## config.mk

```make
export PLATFORM = sky130hd
export DESIGN_NAME = dw_div_sat_seq
export DESIGN_NICKNAME = d
export VERILOG_FILES = /design/src/rtl/dw_div_sat_pkg.sv /design/src/rtl/dw_div_sat_step.sv /design/src/rtl/dw_div_sat_seq.sv
export SDC_FILE = /design/constraint.sdc
export NUM_CORES = 1
export LEC_CHECK = 0
export ABC_AREA = 1
export CORE_MARGIN = 10
export CORE_UTILIZATION = 55
export CTS_BUF_LIST = sky130_fd_sc_hd__clkbuf_16
export DETAILED_ROUTE_END_ITERATION = 8
export PLACE_DENSITY = 0.78
export SLEW_MARGIN = 5
export SYNTH_ARGS = -nofsm -noshare
export SYNTH_HDL_FRONTEND = slang
export SYNTH_HIERARCHICAL = 1
export SYNTH_SLANG_ARGS = --single-unit
```

## constraint.sdc

```tcl
create_clock -name clk -period 3.2 [get_ports clk]
set_clock_uncertainty 0.15 [all_clocks]
set_input_delay 0.96 -clock clk [delete_from_list [all_inputs] [get_ports clk]]
set_output_delay 0.96 -clock clk [all_outputs]
set_load 0.005 [all_outputs]
```

## src/rtl/dw_div_sat_pkg.sv

```systemverilog
// Shared types and saturation limits for dw_div_sat_seq.
// Limit functions return 64-bit patterns; callers slice to width.
package dw_div_sat_pkg;

  typedef enum logic [1:0] {
    S_IDLE,
    S_BUSY,
    S_FIX,
    S_DONE
  } state_e;

  function automatic logic [63:0] ones_f(input int w);
    return (64'd1 << w) - 64'd1;
  endfunction

  function automatic logic [63:0] max_pos_f(input int w);
    return (64'd1 << (w - 1)) - 64'd1;
  endfunction

  function automatic logic [63:0] min_neg_f(input int w);
    return 64'd1 << (w - 1);
  endfunction

endpackage

```

## src/rtl/dw_div_sat_step.sv

```systemverilog
// One restoring-division step on magnitudes.
// Shifts in one dividend bit, subtracts divisor if it fits.
module dw_div_sat_step #(
  parameter int B_WIDTH = 8
) (
  input  logic [B_WIDTH-1:0] rem_i,
  input  logic               bit_i,
  input  logic [B_WIDTH-1:0] dvs_i,
  output logic [B_WIDTH-1:0] rem_o,
  output logic               q_o
);

  logic [B_WIDTH:0] sh;
  logic [B_WIDTH:0] diff;

  // trial subtract; a clear sign bit means the divisor fits
  always_comb begin
    sh    = {rem_i, bit_i};
    diff  = sh - {1'b0, dvs_i};
    q_o   = ~diff[B_WIDTH];
    rem_o = q_o ? diff[B_WIDTH-1:0] : sh[B_WIDTH-1:0];
  end

endmodule

```

## src/rtl/dw_div_sat_seq.sv

```systemverilog
// Sequential saturating divider, unsigned or two's complement.
// Optional DW_DIV_SAT_SEQ_EARLY_SAT_EN skips BUSY on overflow.
module dw_div_sat_seq
  import dw_div_sat_pkg::*;
#(
  parameter int A_WIDTH = 16,
  parameter int B_WIDTH = 8,
  parameter int Q_WIDTH = 8
) (
  input  logic               clk,
  input  logic               rst,
  input  logic               in_valid,
  output logic               in_ready,
  input  logic [A_WIDTH-1:0] a,
  input  logic [B_WIDTH-1:0] b,
  input  logic               tc_mode,
  output logic               out_valid,
  input  logic               out_ready,
  output logic [Q_WIDTH-1:0] quotient,
  output logic [B_WIDTH-1:0] remainder,
  output logic               sat,
  output logic               div_by_zero
);

  localparam int CW = $clog2(A_WIDTH + 1);
  localparam int EW = A_WIDTH + Q_WIDTH;
  localparam logic [63:0] ONES_Q = ones_f(Q_WIDTH);
  localparam logic [63:0] MAXP_Q = max_pos_f(Q_WIDTH);
  localparam logic [63:0] MINN_Q = min_neg_f(Q_WIDTH);

  state_e state_q, state_d;
  logic [CW-1:0]      cnt_q, cnt_d;
  logic [A_WIDTH-1:0] dvd_q, dvd_d;
  logic [B_WIDTH-1:0] rem_q, rem_d;
  logic [B_WIDTH-1:0] dvs_q, dvs_d;
  logic tc_q, tc_d, nega_q, nega_d, negq_q, negq_d;
  logic zero_q, zero_d, ovf_q, ovf_d;
  logic [Q_WIDTH-1:0] quo_q, quo_d;
  logic [B_WIDTH-1:0] rmd_q, rmd_d;
  logic sat_q, sat_d, dz_q, dz_d;

  logic               a_neg, b_neg, early;
  logic [A_WIDTH-1:0] a_mag;
  logic [B_WIDTH-1:0] b_mag;
  logic [B_WIDTH-1:0] step_rem;
  logic               step_q;
  logic [A_WIDTH-1:0] lim, q_full;
  logic [B_WIDTH-1:0] r_full;
  logic [Q_WIDTH-1:0] q_sat;
  logic               fix_ovf, sel_neg;

  assign in_ready    = (state_q == S_IDLE);
  assign out_valid   = (state_q == S_DONE);
  assign quotient    = quo_q;
  assign remainder   = rmd_q;
  assign sat         = sat_q;
  assign div_by_zero = dz_q;

  // operand magnitudes at the input
  always_comb begin
    a_neg = tc_mode & a[A_WIDTH-1];
    b_neg = tc_mode & b[B_WIDTH-1];
    a_mag = a_neg ? -a : a;
    b_mag = b_neg ? -b : b;
  end

`ifdef DW_DIV_SAT_SEQ_EARLY_SAT_EN
  // quotient magnitude >= 2^Q overflows in every mode
  always_comb begin
    early = (b != '0) &&
            (EW'(a_mag) >= (EW'(b_mag) << Q_WIDTH));
  end
`else
  assign early = 1'b0;
`endif

  dw_div_sat_step #(
    .B_WIDTH(B_WIDTH)
  ) u_step (
    .rem_i(rem_q),
    .bit_i(dvd_q[A_WIDTH-1]),
    .dvs_i(dvs_q),
    .rem_o(step_rem),
    .q_o  (step_q)
  );

  // sign correction and saturation limits for FIX
  always_comb begin
    if (!tc_q)
      lim = ONES_Q[A_WIDTH-1:0];
    else if (negq_q)
      lim = MINN_Q[A_WIDTH-1:0];
    else
      lim = MAXP_Q[A_WIDTH-1:0];
    fix_ovf = ovf_q | (dvd_q > lim);
    sel_neg = zero_q ? nega_q : negq_q;
    if (!tc_q)
      q_sat = ONES_Q[Q_WIDTH-1:0];
    else if (sel_neg)
      q_sat = MINN_Q[Q_WIDTH-1:0];
    else
      q_sat = MAXP_Q[Q_WIDTH-1:0];
    q_full = negq_q ? -dvd_q : dvd_q;
    r_full = nega_q ? -rem_q : rem_q;
  end

  // next state and datapath updates
  always_comb begin
    state_d = state_q;
    cnt_d   = cnt_q;
    dvd_d   = dvd_q;
    rem_d   = rem_q;
    dvs_d   = dvs_q;
    tc_d    = tc_q;
    nega_d  = nega_q;
    negq_d  = negq_q;
    zero_d  = zero_q;
    ovf_d   = ovf_q;
    quo_d   = quo_q;
    rmd_d   = rmd_q;
    sat_d   = sat_q;
    dz_d    = dz_q;
    unique case (state_q)
      S_IDLE: begin
        if (in_valid) begin
          tc_d   = tc_mode;
          nega_d = a_neg;
          negq_d = a_neg ^ b_neg;
          dvd_d  = a_mag;
          dvs_d  = b_mag;
          rem_d  = '0;
          cnt_d  = '0;
          zero_d = (b == '0);
          ovf_d  = early;
          if ((b == '0) || early)
            state_d = S_FIX;
          else
            state_d = S_BUSY;
        end
      end
      S_BUSY: begin
        if (cnt_q == CW'(A_WIDTH)) begin
          state_d = S_FIX;
        end else begin
          dvd_d = {dvd_q[A_WIDTH-2:0], step_q};
          rem_d = step_rem;
          cnt_d = cnt_q + CW'(1);
        end
      end
      S_FIX: begin
        state_d = S_DONE;
        if (zero_q || fix_ovf) begin
          quo_d = q_sat;
          rmd_d = '0;
          sat_d = 1'b1;
          dz_d  = zero_q;
        end else begin
          quo_d = q_full[Q_WIDTH-1:0];
          rmd_d = r_full;
          sat_d = 1'b0;
          dz_d  = 1'b0;
        end
      end
      S_DONE: begin
        if (out_ready)
          state_d = S_IDLE;
      end
      default: state_d = S_IDLE;
    endcase
  end

  // FSM state register
  always_ff @(posedge clk or posedge rst) begin
    if (rst)
      state_q <= S_IDLE;
    else
      state_q <= state_d;
  end

  // datapath and result registers
  always_ff @(posedge clk or posedge rst) begin
    if (rst) begin
      cnt_q  <= '0;
      dvd_q  <= '0;
      rem_q  <= '0;
      dvs_q  <= '0;
      tc_q   <= 1'b0;
      nega_q <= 1'b0;
      negq_q <= 1'b0;
      zero_q <= 1'b0;
      ovf_q  <= 1'b0;
      quo_q  <= '0;
      rmd_q  <= '0;
      sat_q  <= 1'b0;
      dz_q   <= 1'b0;
    end else begin
      cnt_q  <= cnt_d;
      dvd_q  <= dvd_d;
      rem_q  <= rem_d;
      dvs_q  <= dvs_d;
      tc_q   <= tc_d;
      nega_q <= nega_d;
      negq_q <= negq_d;
      zero_q <= zero_d;
      ovf_q  <= ovf_d;
      quo_q  <= quo_d;
      rmd_q  <= rmd_d;
      sat_q  <= sat_d;
      dz_q   <= dz_d;
    end
  end

endmodule

```

==> metrics.csv <==
stage;metric;value;unit
outcome;status;finished clean;
logic_synthesis;synth_cell_types;37;
die;core;7690;µm²
logic_synthesis;synth-simple-area-share;33.4;%
power;intPower;2710;µW
drt;drtIter0Drc;199;
placed_design;routabilityCongestion;0.881;
die;die_x;109;µm
placed_design;port_buffers;48;
placed_design;hpwl;8.16;mm
clock_tree;cts_tree;built;
power;p_sw_share;47.2;%
clock_tree;cts_hold_buffers;0;
critical_path;end_kind;output pin;
die;start_util;56.3;%
cells_and_area;syn2layout_area_growth;20.3;%
sta;rsz0062_at_grt;false;
critical_path;critPathArrivalTime;1.63;ns
drt;wire_per_inst;13.5;µm
logic_synthesis;synthCells;628;
critical_path;worst-setup-path-type;reg -> out;
clock_tree;path_clk_slew;0.05;ns
logic_synthesis;synth_area;4330;µm²
cells_and_area;fin_util;67.7;%
critical_path;timing.critical_path.to;in_ready;
power;p_leak;0.00264;µW
logic_synthesis;synthAdderAreaFrac;6.24;%
clock_tree;clk_latency;0.32;ns
cells_and_area;n_antenna_cell;0;
clock_tree;htreeDepth;3;
logic_synthesis;synth_xor_area_share;4.05;%
logic_synthesis;yosys_warnings;6;
logic_synthesis;synth_top_area_share;35.3;%
critical_path;setup.worst_path.start_class;register;
critical_path;r2r_cells;13;
run;cap_violations;0;
drt;vias;4163;
clock_tree;ctsRootBufferMaster;clkbuf_16;
die;die_h;109;µm
drt;firstDrtPassIters;5;
logic_synthesis;synth_fp_nets;678;
clock_tree;ctsResizeCount;0;
critical_path;timing.rr.end;rem_q[7];
drt;dr_wl_met2;5.22;mm
die;design.die.area;11800;µm²
min_path;min_path_type;reg -> reg;
sta;drv_slew;0;
power;seqPwrFrac;26.6;%
drt;routed_wl;10.6;mm
grt;grt_max_degree;62;
drt;met1_length;4.74;mm
drt;drtAntennaViolNets;0;
power;p_per_area;985;nW/µm²
critical_path;worst_ep_required_time;2.09;ns
die;pin_count;49;
logic_synthesis;synth_top_family_by_area;simple AND/OR/NAND/NOR gates;
drt;drc_errors;0;
sta;finalCritPeriodShare;85.6;%
logic_synthesis;synthFlopType;dfrtp_1;
sta;fmax;365;MHz
sta;finalHoldViolCount;0;
logic_synthesis;synth_mux_area_share;0;%
sta;finalSetupViolCount;0;
clock_tree;numCtsBuffers;9;
placed_design;place_area;4950;µm²
power;p_sw;2420;µW
cells_and_area;final_cell_area;5210;µm²
grt;grt_util_all_layers;18.2;%
logic_synthesis;synth_top_area_cell;dfrtp_1;
logic_synthesis;synth_area_leaders;dfrtp_1 35%, nand2_1 16%, inv_1 7.8%;
grt;gr-total-overflow;0;
critical_path;crit_start;state_q[0];
logic_synthesis;seq_area_frac_synth;35.3;%
clock_tree;cts.path.max_buffers;2;
power;pwr-share-clk;16.4;%
sta;relSlewSlack;46.7;%
logic_synthesis;synth_compound_area_share;11.4;%
drt;routed_via_density;5.28;
grt;grt_pass1_wl;17.7;mm
clock_tree;clock-sinks;61;
logic_synthesis;synthArstFlopShare;100;%
sta;fin_crit;2.74;ns
cells_and_area;nets;731;
critical_path;cp_max_fo;6;
power;pwr-share-comb;57.0;%
critical_path;r2r_setup_slack;0.89;ns
die;rows;32;
grt;antenna_found_initial;0;
sta;tightest_slew;0.795;ns
logic_synthesis;synth.avg_cell_area;6.89;µm²
critical_path;r2r_start;dvd_q[15];
drt;wl_met3;505;µm
clock_tree;cts_setup_buffers;0;
logic_synthesis;ys_ff_latch;61;
sta;fin_setup_tns;0;ns
cells_and_area;layout-drive-gt1-share;6.41;%
grt;grt_pass1_vias;3920;
logic_synthesis;synth_edf_count;0;
power;ir_drop;516;µV
drt;routed.top_layer;met4;
[power groups by stage]
stage | registers (µW) | logic, µW | clock network (µW)
after floorplan | 1280 | 2170 | 0
after global placement | 1360 | 2790 | 0
after detailed placement | 1370 | 2880 | 0
final | 1370 | 2920 | 839
after global routing | 1410 | 3290 | 880
after CTS | 1360 | 2920 | 845
[kinds of logic after synthesis]
kind of cell / after synthesis
buffers and inverters: 108
flip-flops: 61
AO/OA/AOI/OAI: 90
XOR/XNOR: 20
adder cells (fa/ha/maj): 21
AND/OR/NAND/NOR: 328
[sequential cells by signal (all words and copies together), names as in the netlist, 2 cells and up]
name and flops:
cnt_q 5, dvd_q 16, dvs_q 8, quotient 8
rem_q 8, remainder 8, state_q 2
[cells in the mapped netlist, types with 5 or more instances]
library cell  instances
nor3_1                6
inv_1                90
o211ai_1              5
nor2_1               52
a21oi_1              17
clkbuf_1              7
xor2_1               18
dfrtp_1              61
nand2_1             185
nand3_1              53
o21ai_1               9
o21ai_0              51
ha_1                 20
nand4_1              12
nand2_2               5
buf_2                 6
[routing by layer]
metal,GRT usage (%),up-vias
li1,-,2116
met2,31.6,101
met1,22.3,1929
met3,3.30,17
met4,5.65,0
met5,0,-
[cell type report]
| type | count | area (µm²) |
|---|---|---|
| Clock buffer | 9 | 225 |
| Clock inverter | 7 | 33.8 |
| Fill cell | 717 | 2480 |
| Inverter | 94 | 353 |
| Multi-Input combinational cell | 459 | 2390 |
| Sequential cell | 61 | 1530 |
| Tap cell | 102 | 128 |
| Timing Repair Buffer | 56 | 553 |
[metrics by stage]
stage                     setup slack [ns]  cells  hold WS [ns]  total power [µW]
after CTS                            0.460    788         0.337              5120
after detailed placement             0.398    772         0.324              4250
after floorplan                      0.577    628         0.299              3450
after global placement               0.426    772         0.314              4150
final                                0.460    788         0.332              5130
after global routing                 0.421    788         0.349              5580
[how the worst min path moves through the flow]
stage / depth (start not counted) / end / slack [ns] / start
after floorplan: 2 / dvd_q[13] / 0.30 / dvd_q[13]
after global placement: 2 / dvd_q[11] / 0.31 / dvd_q[11]
after detailed placement: 2 / remainder[1] / 0.32 / remainder[1]
after CTS: 2 / dvd_q[13] / 0.34 / dvd_q[13]
after global routing: 2 / dvd_q[13] / 0.35 / dvd_q[13]
final: 2 / remainder[1] / 0.33 / remainder[1]
[cells in the final DEF (no fill, tap or decap), types with 3 or more instances in the layout]
master           netlist  final
a21oi_1               17     17
buf_4                  0      7
clkbuf_16              0      9
clkdlybuf4s50_1        0     48
clkinv_1               1      3
clkinv_2               0      3
dfrtp_1               61     61
ha_1                  20     20
inv_1                 90     90
inv_2                  3      4
nand2_1              185    185
nand2_2                5      5
nand3_1               53     53
nand4_1               12     12
nor2_1                52     52
nor3_1                 6      6
o211ai_1               5      5
o21ai_0               51     51
o21ai_1                9      9
or2_2                  3      3
xor2_1                18     18
[critical path, cell delays in order, from the launching register on]
cell             delay, ns
dfrtp_1               0.41
inv_1                 0.09
ha_1                  0.26
clkdlybuf4s50_1       0.54
Power figures use the tool's default switching activity.
